**config.mk**
```make
export PLATFORM = sky130hd
export DESIGN_NAME = cordic_rotate_seq
export DESIGN_NICKNAME = d
export VERILOG_FILES = /design/src/rtl/cordic_rotate_seq.sv
export SDC_FILE = /design/constraint.sdc
export NUM_CORES = 1
export LEC_CHECK = 0
export BUFFER_PORTS_ARGS = -buffer_cell sky130_fd_sc_hd__buf_2
export CAP_MARGIN = 15
export CORE_ASPECT_RATIO = 1.75
export CORE_MARGIN = 3
export CORE_UTILIZATION = 45
export DETAILED_ROUTE_END_ITERATION = 12
export GPL_ROUTABILITY_DRIVEN = 0
export PLACE_DENSITY = 0.63
export SLEW_MARGIN = 20
export SYNTH_ARGS = -nofsm -noshare
export SYNTH_HDL_FRONTEND = slang
export SYNTH_SLANG_ARGS = --single-unit
```
**constraint.sdc**
```tcl
create_clock -name clk -period 6.25 [get_ports clk]
set_input_delay 0.625 -clock clk [delete_from_list [all_inputs] [get_ports clk]]
set_output_delay 0.625 -clock clk [all_outputs]
set_load 0.03 [all_outputs]
```
**src/rtl/cordic_rotate_seq.sv**
```systemverilog
// Iterative CORDIC rotation engine: one micro-rotation per clock, raw (non gain-compensated)
// result held under a valid/ready handshake until the consumer takes it.
module cordic_rotate_seq #(
    parameter int WIDTH = 16,
    parameter int ITER  = 16,
    parameter int GUARD = 2
) (
    input  logic             clk,
    input  logic             rst,
    input  logic             in_valid,
    output logic             in_ready,
    input  logic [WIDTH-1:0] x,
    input  logic [WIDTH-1:0] y,
    input  logic [WIDTH-1:0] angle,
    output logic             out_valid,
    input  logic             out_ready,
    output logic [WIDTH-1:0] x_out,
    output logic [WIDTH-1:0] y_out,
    output logic [WIDTH-1:0] angle_out,
    output logic             busy
);

    localparam int IW = WIDTH + GUARD;
    localparam int CW = (ITER > 1) ? $clog2(ITER) : 1;

    typedef enum logic [1:0] {
        ST_IDLE = 2'd0,
        ST_RUN  = 2'd1,
        ST_DONE = 2'd2
    } state_t;

    state_t                 state_r;
    state_t                 state_nxt_s;
    logic signed [IW-1:0]   xr_r;
    logic signed [IW-1:0]   yr_r;
    logic [WIDTH-1:0]       zr_r;
    logic [CW-1:0]          step_r;

    logic signed [IW-1:0]   xs_s;
    logic signed [IW-1:0]   ys_s;
    logic signed [IW-1:0]   x_nxt_s;
    logic signed [IW-1:0]   y_nxt_s;
    logic [WIDTH-1:0]       z_nxt_s;
    logic [WIDTH-1:0]       atan_s;
    logic                   d_pos_s;
    logic                   last_step_s;

    // atan(2^-i) in binary-angle units of a 16-bit angle word (0x4000 = 90 deg)
    function automatic logic [15:0] atan_lut(input logic [3:0] idx);
        logic [15:0] v;
        case (idx)
            4'd0:    v = 16'h2000;
            4'd1:    v = 16'h12E4;
            4'd2:    v = 16'h09FB;
            4'd3:    v = 16'h0511;
            4'd4:    v = 16'h028B;
            4'd5:    v = 16'h0146;
            4'd6:    v = 16'h00A3;
            4'd7:    v = 16'h0051;
            4'd8:    v = 16'h0029;
            4'd9:    v = 16'h0014;
            4'd10:   v = 16'h000A;
            4'd11:   v = 16'h0005;
            4'd12:   v = 16'h0003;
            4'd13:   v = 16'h0001;
            4'd14:   v = 16'h0001;
            4'd15:   v = 16'h0000;
            default: v = 16'h0000;
        endcase
        return v;
    endfunction

    // Clamp the guarded datapath value into the signed WIDTH-bit output range
    function automatic logic [WIDTH-1:0] sat_w(input logic signed [IW-1:0] v);
        logic [WIDTH-1:0] r;
        if ((&v[IW-1:WIDTH-1]) || !(|v[IW-1:WIDTH-1])) begin
            r = v[WIDTH-1:0];
        end else if (v[IW-1]) begin
            r = {1'b1, {(WIDTH-1){1'b0}}};
        end else begin
            r = {1'b0, {(WIDTH-1){1'b1}}};
        end
        return r;
    endfunction

    // One micro-rotation; zr == 0 rotates in the positive direction
    always_comb begin
        d_pos_s     = ~zr_r[WIDTH-1];
        xs_s        = xr_r >>> step_r;
        ys_s        = yr_r >>> step_r;
        atan_s      = WIDTH'(atan_lut(4'(step_r)));
        last_step_s = (step_r == CW'(ITER - 1));
        if (d_pos_s) begin
            x_nxt_s = xr_r - ys_s;
            y_nxt_s = yr_r + xs_s;
            z_nxt_s = zr_r - atan_s;
        end else begin
            x_nxt_s = xr_r + ys_s;
            y_nxt_s = yr_r - xs_s;
            z_nxt_s = zr_r + atan_s;
        end
    end

    // State register
    always_ff @(posedge clk) begin
        if (rst) begin
            state_r <= ST_IDLE;
        end else begin
            state_r <= state_nxt_s;
        end
    end

    // Next-state logic
    always_comb begin
        state_nxt_s = state_r;
        case (state_r)
            ST_IDLE: begin
                if (in_valid) begin
                    state_nxt_s = ST_RUN;
                end else begin
                    state_nxt_s = ST_IDLE;
                end
            end
            ST_RUN: begin
                if (last_step_s) begin
                    state_nxt_s = ST_DONE;
                end else begin
                    state_nxt_s = ST_RUN;
                end
            end
            ST_DONE: begin
                if (out_ready) begin
                    state_nxt_s = ST_IDLE;
                end else begin
                    state_nxt_s = ST_DONE;
                end
            end
            default: state_nxt_s = ST_IDLE;
        endcase
    end

    // Handshake and status decode
    always_comb begin
        in_ready  = 1'b0;
        out_valid = 1'b0;
        busy      = 1'b0;
        case (state_r)
            ST_IDLE: in_ready = 1'b1;
            ST_RUN:  busy = 1'b1;
            ST_DONE: begin
                out_valid = 1'b1;
                busy      = 1'b1;
            end
            default: in_ready = 1'b0;
        endcase
    end

    // Operand capture, iteration registers and held result
    always_ff @(posedge clk) begin
        if (rst) begin
            xr_r      <= '0;
            yr_r      <= '0;
            zr_r      <= '0;
            step_r    <= '0;
            x_out     <= '0;
            y_out     <= '0;
            angle_out <= '0;
        end else begin
            case (state_r)
                ST_IDLE: begin
                    if (in_valid) begin
                        xr_r   <= {{GUARD{x[WIDTH-1]}}, x};
                        yr_r   <= {{GUARD{y[WIDTH-1]}}, y};
                        zr_r   <= angle;
                        step_r <= '0;
                    end
                end
                ST_RUN: begin
                    xr_r   <= x_nxt_s;
                    yr_r   <= y_nxt_s;
                    zr_r   <= z_nxt_s;
                    step_r <= step_r + CW'(1);
                    if (last_step_s) begin
                        x_out     <= sat_w(x_nxt_s);
                        y_out     <= sat_w(y_nxt_s);
                        angle_out <= z_nxt_s;
                    end
                end
                default: begin
                    step_r <= step_r;
                end
            endcase
        end
    end

endmodule

```
======== Yosys cells after proc, flatten, opt, wreduce, memory -nomap -nowiden ========
Memory sizes are Yosys's and may differ from the RTL's. A register that Yosys moved wholly into a read port is not among the register bits.
Index checks and enable logic that the tools add are counted.
cells by class
  add/sub/neg operators ................... 7
  equality and inequality tests ........... 4
  shifts and indexed selects .............. 2
  reductions and logical operators ........ 13
  mux-type cells .......................... 24
operators by type and width
  kind                 number
  $mux 16              6
  $mux 18              4
  $pmux 18 s2          2
  $add 18x18->18       2
  $sshr 18x4->18       2
  $sub 18x18->18       2
  $pmux 16 s2          1
  $add 16x16->16       1
  $sub 16x16->16       1
  $mux 4               3
  $pmux 4 s2           1
  $pmux 2 s3           1
  $reduce_and 3->1     2
  $reduce_or 3->1      2
  $add 4x1->4 const B  1
  $eq 4x4->1 const B   1
  $mux 1               4
  $mux 2               2
  $reduce_and 2->1     2
  $eq 2x1->1 const B   1
  $eq 2x2->1 const B   1
  $logic_not 1->1      2
  $logic_not 2->1      1
  $logic_or 1x1->1     2
  other kinds (3)      3
storage, ports and cells
  word-level logic and storage cells ...... 59
  bits in read-only memories .............. 224
  register bits ........................... 106
  output and inout bits ................... 51
  input port bits ......................... 52
  memories kept ........................... 1
memories
  memory            depth  bits a word  read ports  clocked after memory_dff  write ports  RTL line  source
  (name not given)  16     14           1           1                         0            51        case (idx)

======== Depth between registers and ports, before layout ========
  depth after elaboration ................. 7
  gate-level depth with buffers ........... 25
  mapped depth without buffers ............ 21

======== Least setup slack after synthesis ========
OpenSTA, ideal clock, no wires.
  kind .................................... reg-to-reg
  start ................................... reg step_r[3]
  end ..................................... reg x_out[10]
  data arrival time ....................... 5.088 ns
  slack ................................... 1.043 ns
  buffers on the path ..................... 6
  setup time .............................. 0.120 ns
  cell stages (with the launch flop) ...... 25
  data required time ...................... 6.130 ns
  clock period less this slack ............ 5.207 ns
  cell sequence ........................... dfxtp_1 clkbuf_1 clkbuf_1 clkbuf_1 buf_1 clkbuf_1 nand2_1 o21ai_0 ha_1 nor2b_1 nand3_1 nor3_1 a31oi_1 xnor2_1 ha_1 a21oi_1 inv_1 or3_1 a311o_1 a31oi_1 xnor2_1 or2_2 a21oi_4 buf_4 a21oi_1
between the ends
  cells in the longest elaborated chain, start to end .. 7
  elaborated cells between the ends (all ways) .. 12
  classes of those cells .................. add/sub (2); eq/ne (1); shift (1); mux (3); reduce/logical (5)
RTL lines
  what                                              RTL line  source
  start: declaration                                37        logic [CW-1:0] step_r;
  start signal: assignment                          182       step_r <= step_r + CW'(1);
  start signal: assignment                          190       step_r <= step_r;
  $sshr 18x4->18                                    90        ys_s = yr_r >>> step_r;
  $sub 18x18->18 or $add 18x18->18 (tied branches)  94, 98
  $mux 18                                           93        if (d_pos_s) begin
  $reduce_or 3->1                                   76        if ((&v[IW-1:WIDTH-1]) || !(|v[IW-1:WIDTH-1])) begin
  $logic_not 1->1                                   76
  $logic_or 1x1->1                                  76
  $mux 16                                           76
  end signal: assignment                            184       x_out <= sat_w(x_nxt_s);
  end: declaration                                  17        output logic [WIDTH-1:0] x_out,
Several ways; a longest one is shown, not always the timed one.
A chain may end at the register's enable or synchronous reset.

======== Final worst setup path ========
  start ................................... reg step_r[1]
  end ..................................... reg x_out[2]
The elaborated chain is that of the path after synthesis.

==> results.sh <==
export IMPL_busiest_layer="met2"
export IMPL_clk_path_buf_depth=2
export IMPL_ant_nets=0
export IMPL_rows=71
export IMPL_slowest_delay_ns=0.69
export IMPL_initial_core_util_pct=46.0
export IMPL_grt_pass1_vias=9387
export IMPL_cts_tree="built"
export IMPL_rrSetupSlack_ns=0.49
export IMPL_end_kind="flip-flop"
export IMPL_dieHeight_um=203
export IMPL_firstDrtPassIters=5
export IMPL_ys_top_cells_by_area="dfxtp_1 24%, ha_1 8.1%, mux2i_1 6.9%"
export IMPL_num_vias=9442
export IMPL_drc=0
export IMPL_critical_path_top_delay_family="compound AO/OA/AOI/OAI gates"
export IMPL_skew_ns=0.00981
export IMPL_tns_ns=0
export IMPL_grt_ovfl_total=0
export IMPL_cp_arrival_ns=6.03
export IMPL_ir_drop_mv=0.171
export IMPL_viasPerCell=5.91
export IMPL_yosys_register_bits=120
export IMPL_worst_path_buf_inv=1
export IMPL_grt_util_met3_pct=3.46
export IMPL_cap_violations=0
export IMPL_final_util_pct=52.3
export IMPL_slew_viol_final=0
export IMPL_ys_warn_count=0
export IMPL_fin_hold_ws_ns=0.454
export IMPL_pin_count=103
export IMPL_status="finished clean"
export IMPL_drt_first_iter_violations=583
export IMPL_port_buffer_count=102
export IMPL_synth_cell_types=76
export IMPL_setup_ws_ns=0.494
export IMPL_cpMaxStageDelayCell="o41ai_1"
export IMPL_dp_cells=1565
export IMPL_synth_top_area_share_pct=24.2
export IMPL_cts_made_buffers=17
export IMPL_hold_violations=0
export IMPL_netlist_instances=1222
export IMPL_p_per_area_nw_per_um2=346
export IMPL_synth_nets=1341
export IMPL_cts_sinks=120
export IMPL_dp_hpwl_mm=23.4
export IMPL_clk_latency_ns=0.43
export IMPL_yosys_most_used_dff="dfxtp_1"
export IMPL_relSlewSlack_pct=38.6
export IMPL_async_reset_ff_share_pct=0
export IMPL_crit_type="flip-flop to flip-flop"
export IMPL_use_met1_pct=28.0
export IMPL_critPathLaunchType="flip-flop"
export IMPL_wirelength_mm=31.2
export IMPL_min_period_ns=5.76
export IMPL_area_delta_synth_final_pct=13.7
export IMPL_path_cells="mux4_2 > and2_1 > o41ai_1 > and4b_1 > and3_1 > a21oi_1 > xnor2_1 > ha_1 > a21o_1 > a21oi_1 > inv_1 > or3_1 > a311o_1 > a31oi_1 > xnor2_1 > or2_2 > a21oi_4 > a211oi_1"
export IMPL_max_freq_mhz=174
export IMPL_antennaDiodeCount=0
export IMPL_cts_root_buf="clkbuf_16"
export IMPL_rsz0062_at_grt="false"
export IMPL_htree_levels=4
export IMPL_grt_max_degree=84
export IMPL_cp_max_fo=30
export IMPL_hold_class="flip-flop to flip-flop"
export IMPL_synth_area_um2=9930
export IMPL_grt_usage_pct=25.9
export IMPL_antenna_found_initial=0
export IMPL_die_area_um2=24000
export IMPL_worst_slew_pin_slew_ns=0.920
export IMPL_path_clk_slew_ns=0.06
export IMPL_use_met2_pct=47.9
export IMPL_finalCritPeriodShare_pct=92.1
export IMPL_grt_first_pass_wirelength_mm=49.5
export IMPL_yosysSeqAreaShare_pct=24.2
export IMPL_p_leak_nw=4.75
export IMPL_syn_avg_cell_area_um2=8.13
export IMPL_cts_setup_buffers=0
export IMPL_coreArea_um2=21600
export IMPL_drive_gt1_share_pct=18.2
export IMPL_dp_slack_ns=0.233
export IMPL_die_w_um=118
export IMPL_fin_cells=1597
export IMPL_nets=1411
export IMPL_yosys_area_top_type="dfxtp_1"
export IMPL_synth_enable_flop_cells=0
export IMPL_required_ns=6.53
export IMPL_wl_per_cell_um=19.5
export IMPL_setup_violations=0
[metrics by stage]
stage | instance area (um^2) | power (mW)
floorplan | 9930 | 2.39
global placement | 10700 | 2.89
detailed placement | 10700 | 2.90
CTS | 11300 | 3.89
global route | 11300 | 4.15
finish | 11300 | 3.90
[registers in the layout, summed over array words and instances (netlist names)]
| name | count |
|---|---|
| angle_out | 16 |
| atan_s | 14 |
| state_r | 2 |
| step_r | 4 |
| x_out | 16 |
| xr_r | 18 |
| y_out | 16 |
| yr_r | 18 |
| zr_r | 16 |
[kinds of logic (layout without fill, tap and decap cells)]
family	after synthesis	after routing	synth area share (%)
DFF	120	120	24.2
xor gates and xnor gates	96	96	8.62
AOI/OAI and AO/OA	348	348	22.9
muxes	115	115	14.6
and+or+nand+nor	361	361	16.0
buffers and inverters	115	198	5.00
adders and majority gates	67	67	8.67
[path summary, 6_finish.rpt]
check / endpoint / cells after the start / start
setup / recovery: x_out[2] / 18 / step_r[1]
hold / removal: angle_out[14] / 2 / angle_out[14]
setup reg to reg: x_out[2] / 18 / step_r[1]
hold reg to reg: angle_out[14] / 2 / angle_out[14]
[timing repair]
action,in CTS,in global routing
endpoints found under the hold margin,0,0
hold buffers,0,0
gates resized for setup,0,4
endpoints found under the setup margin,0,30
[worst reg2reg max path, stage by stage, from the launching register on]
cell	delay [ns]
dfxtp_4	0.63
mux4_2	0.56
and2_1	0.18
o41ai_1	0.69
and4b_1	0.39
and3_1	0.24
a21oi_1	0.11
xnor2_1	0.15
ha_1	0.36
a21o_1	0.20
a21oi_1	0.22
inv_1	0.08
or3_1	0.30
a311o_1	0.30
a31oi_1	0.20
xnor2_1	0.12
or2_2	0.33
a21oi_4	0.42
a211oi_1	0.14
[layout make-up]
| class | count | area (um^2) |
|---|---|---|
| multi-input cells | 987 | 7080 |
| flip-flops and latches | 120 | 2410 |
| well taps | 292 | 365 |
| clock buffers | 21 | 460 |
| inverters | 39 | 146 |
| repair buffers | 127 | 713 |
| fillers | 2049 | 10300 |
| clock inverters | 11 | 123 |
[per-layer routing]
metal | vias to the layer above | part of all wire, %
met3 | 99 | 3.6
met2 | 269 | 53
met1 | 4492 | 38
met5 | - | 0
li1 | 4582 | -
met4 | 0 | 5.0
[synth_stat cells, types with 4 or more instances]
cell      number
o21a_1         8
and2_1        10
inv_1         35
clkbuf_1      49
a21o_1        12
a31o_2         4
nor3_1        19
buf_4          7
a211oi_1      54
o31ai_1        6
or3_1         10
nor4_1         4
buf_1         11
nand2_1      116
mux2_2        26
a22oi_1        4
dfxtp_1      120
o221a_2        5
o21bai_1       7
a31oi_1       13
a21oi_1      108
and3_1         4
ha_1          64
nor2b_1        7
xor2_1        39
buf_2          6
o21ai_0       69
nand3_1       16
mux2i_1       68
nand2b_1       7
nor2_1       145
or2_2          5
o211ai_1       9
xnor2_1       55
o32ai_1       12
mux4_2        20
[power by group]
part           internal (mW)  total [mW]  switching, mW
logic                  0.809        2.00           1.19
registers              0.817       0.916         0.0984
clock network          0.607       0.988          0.381
total                   2.23        3.90           1.67
[cell usage in the layout, fill, tap and decap left out, types with 4 or more instances in the layout]
master / n
inv_1: 35
a21o_1: 12
nor3_1: 18
ha_1: 63
a31oi_1: 13
clkinvlp_4: 4
clkbuf_16: 17
o21a_1: 8
a31o_2: 4
nor2b_1: 7
a21oi_1: 108
o21ai_0: 68
mux4_2: 20
nand2b_1: 7
xnor2_1: 55
nand3_1: 16
dfxtp_1: 118
or2_2: 5
o211ai_1: 9
buf_4: 25
o221a_2: 5
a22oi_1: 4
mux2_2: 26
mux2i_1: 68
and3_1: 4
a211oi_1: 54
o21bai_1: 7
xor2_1: 39
nor4_1: 4
and2_1: 10
o31ai_1: 6
nand2_1: 116
o32ai_1: 12
nor2_1: 144
buf_2: 101
or3_1: 10
(Power assumes the default switching activity.)
